`config.mk`:
```
export PLATFORM = sky130hd
export DESIGN_NAME = elastic_shift_register_hs
export DESIGN_NICKNAME = d
export VERILOG_FILES = /design/src/rtl/elastic_shift_register_hs.sv
export SDC_FILE = /design/constraint.sdc
export NUM_CORES = 1
export LEC_CHECK = 0
export BUFFER_PORTS_ARGS = -buffer_cell sky130_fd_sc_hd__buf_2
export CORE_UTILIZATION = 50
export CTS_BUF_LIST = sky130_fd_sc_hd__clkbuf_4
export DETAILED_ROUTE_END_ITERATION = 10
export GPL_TIMING_DRIVEN = 1
export MAX_ROUTING_LAYER = met4
export PLACE_DENSITY = 0.68
export SLEW_MARGIN = 20
export SYNTH_ARGS = -nofsm -noshare
export SYNTH_HDL_FRONTEND = slang
export SYNTH_SLANG_ARGS = --single-unit
```
`constraint.sdc`:
```
create_clock -name clk -period 11.9 [get_ports clk]
set_input_delay 1.785 -clock clk [delete_from_list [all_inputs] [get_ports clk]]
set_output_delay 1.785 -clock clk [all_outputs]
set_load 0.005 [all_outputs]
```
`src/rtl/elastic_shift_register_hs.sv`:
```
// elastic_shift_register_hs
//   A DEPTH-stage data/valid delay line with ready/valid flow control on every
//   stage. While downstream is ready, every word takes exactly DEPTH cycles to
//   pass through. Under backpressure the stall reaches back only as far as the
//   first empty stage, so words behind it keep moving and fill the bubbles.
//   A synchronous flush clears all valids. The data registers are left alone.
//   count tracks how many stages currently hold a valid word.
// Ports
//   clk        clock, all logic on posedge
//   rst_n      synchronous reset, ACTIVE-HIGH (1 = reset) despite the name
//   flush      synchronous clear of all stage valids
//   in_valid   upstream word valid
//   in_ready   block accepts in_data this cycle
//   in_data    upstream word [WIDTH]
//   out_valid  last stage valid
//   out_ready  downstream accepts out_data this cycle
//   out_data   last stage data [WIDTH]
//   count      number of valid stages, 0..DEPTH [CNT_W]

// One stage: holds {v,d} unless told to load from its predecessor.
module esr_stage #(
  parameter int WIDTH = 256
) (
  input  logic             clk,
  input  logic             rst,
  input  logic             flush,
  input  logic             load,
  input  logic             v_in,
  input  logic [WIDTH-1:0] d_in,
  output logic             v,
  output logic [WIDTH-1:0] d
);
  always_ff @(posedge clk) begin
    if (rst || flush) v <= 1'b0;
    else if (load)    v <= v_in;
  end

  // Data is never reset. It is a don't-care whenever v is low.
  always_ff @(posedge clk) begin
    if (load) d <= d_in;
  end
endmodule

module elastic_shift_register_hs #(
  parameter  int WIDTH = 256,
  parameter  int DEPTH = 10,
  localparam int CNT_W = $clog2(DEPTH + 1)
) (
  input  logic             clk,
  input  logic             rst_n,
  input  logic             flush,
  input  logic             in_valid,
  output logic             in_ready,
  input  logic [WIDTH-1:0] in_data,
  output logic             out_valid,
  input  logic             out_ready,
  output logic [WIDTH-1:0] out_data,
  output logic [CNT_W-1:0] count
);
  logic [DEPTH-1:0]            v;
  logic [DEPTH-1:0]            rdy;
  logic [DEPTH-1:0][WIDTH-1:0] d;
  logic                        accept;
  logic                        emit;

  generate
    for (genvar k = 0; k < DEPTH; k++) begin : g_stage
      // Unrolled form of rdy[k] = !v[k] | rdy[k+1]. A stage can move when
      // downstream is ready or when any stage from here to the output is empty.
      // This form depends only on registered valids, so rdy never feeds itself.
      assign rdy[k] = out_ready | ~(&v[DEPTH-1:k]);

      if (k == 0) begin : g_head
        esr_stage #(.WIDTH(WIDTH)) u_stage (
          .clk   (clk),
          .rst   (rst_n),
          .flush (flush),
          .load  (rdy[0]),
          .v_in  (in_valid),
          .d_in  (in_data),
          .v     (v[0]),
          .d     (d[0])
        );
      end else begin : g_body
        esr_stage #(.WIDTH(WIDTH)) u_stage (
          .clk   (clk),
          .rst   (rst_n),
          .flush (flush),
          .load  (rdy[k]),
          .v_in  (v[k-1]),
          .d_in  (d[k-1]),
          .v     (v[k]),
          .d     (d[k])
        );
      end
    end
  endgenerate

  assign in_ready  = rdy[0];
  assign out_valid = v[DEPTH-1];
  assign out_data  = d[DEPTH-1];
  assign accept    = in_valid & rdy[0];
  assign emit      = v[DEPTH-1] & out_ready;

  // The count follows the handshakes, so it always equals popcount(v).
  // A simultaneous accept and emit leaves it unchanged.
  always_ff @(posedge clk) begin
    if (rst_n || flush)       count <= '0;
    else if (accept && !emit) count <= count + CNT_W'(1);
    else if (emit && !accept) count <= count - CNT_W'(1);
  end
endmodule

```
==> results.md <==
- Status: completed
- Worst setup SP type: input pin
- Rows: between 100 and 150
- Maxcap violations: 0
- Hpwl dp: between 60 and 70 mm
- Clock transition at path regs: around 0.070 ns
- I/O pin total: 523
- Area leader, netlist: edfxtp_1
- Post-synth ARST share: 0%
- RSZ-0062 raised after global routing: false
- Post-synth cell types: 28
- Die Ht: ~400 um
- Syn Inst Count: 2894
- Die ar.: roughly 160000 um^2
- Synth top cells by count: edfxtp_1 (2560), buf_4 (257), nor2_1 (17)
- Hold Slack: 0.3586 ns
- Drt total wl: 119.3 mm
- Routability cong.: slightly below 0.8
- Gr ovfl total: 0
- Final hold vios: 0
- Worst endpoint required time: around 10 ns
- Layout cell share with drive strength beyond 1: between 30 and 40%
- Count of hold-fix buffers inserted at cts: 0
- Worst r2r src: g_stage[8].g_body.u_stage.v
- Seq/Total Area, Yosys: between 90 and 100%
- Starting density of the core: 50.63%
- Crit Path Category: input pin to primary output
- Total Nets Final: between 4k and 5k
- Placed Area: 83030 um^2
- Fmax: ~180 MHz
- Syn_nets: roughly 3.2k
- Post-CTS setup buffer count: 0
- R2R cell count: 6
- Global-route wire length before repair: around 180 mm
- Worst-case headroom to the max-slew limit: about a quarter
- Worst-Margin Slew: about 1.1 ns
- VDD IR max: ~0.00014 V
- Cts bufs inserted: 631
- Initial DRC Count: 1810
- Drt pass-1 iters: 5
- Crit path DAT: about 3.9 ns
- Hold Crit Class: register to register
- Synthesized area: 79460 um^2
- Worst Setup EP: in_ready
- Crit. End Element: primary output
- Synth Register Bits: approximately 2.6k
- EDFF count, synth: ~2.6k
- Setup_tns: 0 ns
- Setup WS pre-CTS: just over 6 ns
- Sink Count: ~2.6k
- Htree depth: 6
- Clock Path Buffers: 4
- Vias in the first global route: between 30k and 40k
- CTS tree: yes
- Final routed DRC violation total: 0
- Multi-input gate area: roughly 360 um^2
- Largest net degree at the start of global routing: about 140
- Ys Warns: 0
- CTS root buffer: clkbuf_4
- Ranking of synthesized cells by area: edfxtp_1 (97%), buf_4 (2.4%), dfxtp_1 (0.35%)
- Die Wd: 400.7 um
- Final period util: about 48%
- Antenna violations before repair: 17
- Most common cell in the netlist: edfxtp_1
- Design Area, Final: about 91000 um^2
- Area Overhead vs Synth: 14.11%
- Tot GR Track Use: 15.54%
- Routed vias/inst: around 4.6
- Worst Setup SP: out_ready
- Routed Antenna Nets: 0
- Shortest period the worst path allows: approximately 5.7 ns
- Fill cells: ~11k
- R2R Path End: g_stage[0].g_head.u_stage.d[53]
- Max Slew Vio Count: 0
- Setup slack after layout: roughly 6.2 ns
- Post-synth top area share: a little over nine tenths
- Pwr dens: 193.8 nW/um^2
- Core ar.: between 150000 and 200000 um^2
- Register area: around 77000 um^2
- Main synth FF type: edfxtp_1
- Final setup viols: 0
- # resized after CTS: 0
- Syn Area/Cell: around 27 um^2
- Flop-to-flop setup slack: 7.77 ns
- Max Clock Skew: a little under 0.09 ns
- Worst-Skew Late Latency: 1.35 ns
- Pleak: around 0.034 uW
- Post-DR wirelength/cell: ~19 um
- IO buf count: roughly 520
- Via Count: about 29k
- CP Max Fanout: 27
==> logic make-up (layout without fill, tap and decap cells) <==
group	Yosys count	after routing	synth area share (%)
AOI/OAI and AO/OA	12	12	0.09765
xor gates and xnor gates	2	2	0.02205
adders and majority gates	4	4	0.07244
buffers and inverters	268	1581	2.489
DFF	2574	2574	97.10
muxes	1	1	0.01260
other	0	9	0
and+or+nand+nor	33	33	0.2094
==> cell type report <==
type / instances / area share, %
Sequential cell: 2574 / 85.09
Multi-Input combinational cell: 52 / 0.3960
Clock buffer: 908 / 7.518
Inverter: 8 / 0.07451
Clock inverter: 112 / 0.8914
Timing Repair Buffer: 553 / 3.165
Antenna cell: 9 / 0.02484
Tap cell: 2058 / 2.840
==> state kept, by name, summed over array words and instances, names as in the netlist <==
signal                    count
g_stage.g_head.u_stage.d    256
count                         4
g_stage.g_body.u_stage.v      9
g_stage.g_body.u_stage.d   2304
g_stage.g_head.u_stage.v      1
==> worst min path at each step <==
stage	startpoint	endpoint	slack (ns)	cells past startpoint
after floorplan	g_stage[0].g_head.u_stage.d[0]	g_stage[1].g_body.u_stage.d[0]	0.40	0
after global placement	g_stage[7].g_body.u_stage.d[168]	g_stage[8].g_body.u_stage.d[168]	0.40	0
after detailed placement	g_stage[0].g_head.u_stage.d[101]	g_stage[1].g_body.u_stage.d[101]	0.40	0
after CTS	g_stage[7].g_body.u_stage.d[245]	g_stage[8].g_body.u_stage.d[245]	0.34	0
after global routing	g_stage[7].g_body.u_stage.d[245]	g_stage[8].g_body.u_stage.d[245]	0.34	0
final	g_stage[6].g_body.u_stage.d[150]	g_stage[7].g_body.u_stage.d[150]	0.36	0
==> metrics by stage <==
step           power [uW]  std cells  utilization [%]
2_1_floorplan       10750       2894                -
3_3_place_gp        10870       5245            52.91
3_5_place_dp        10890       5245            52.91
4_1_cts             17890       6265            57.76
5_1_grt             18390       6272            57.78
6_report            17570       6274            57.78
==> layout by cell type (no fill, tap or decap), drive strengths merged, types with 2 or more instances in the layout <==
| cell type | netlist | final |
|---|---|---|
| and2 | 2 | 2 |
| nand2 | 5 | 5 |
| a21oi | 7 | 7 |
| clkbuf | 2 | 908 |
| nor2 | 17 | 17 |
| bufinv | 0 | 13 |
| clkinvlp | 0 | 4 |
| edfxtp | 2560 | 2560 |
| nand3 | 3 | 3 |
| ha | 3 | 3 |
| diode | 0 | 9 |
| inv | 8 | 18 |
| clkinv | 0 | 85 |
| buf | 258 | 553 |
| dfxtp | 14 | 14 |
| and3 | 2 | 2 |
==> layer usage <==
layer | wire (um) | up-vias | track usage [%]
met4 | 2705 | 0 | 6.451
met1 | 49450 | 14350 | 19.25
li1 | - | 13560 | -
met2 | 59450 | 968 | 23.84
met3 | 7699 | 209 | 4.909
met5 | 0 | - | -
==> worst max-delay path: stages <==
cell	delay, ns
buf_2	0.12
and4b_1	0.53
and3_1	0.55
nand3_4	0.51
buf_2	0.36
==> report_power, final <==
part / internal, uW / leakage, uW / switching [uW]
sequential: 10400 / 0.0272 / 151
clock: 3750 / 0.00456 / 3130
combinational: 61.3 / 0.00242 / 54.4
total: 14200 / 0.0342 / 3340
No activity file was read; power rests on OpenSTA's default activity.
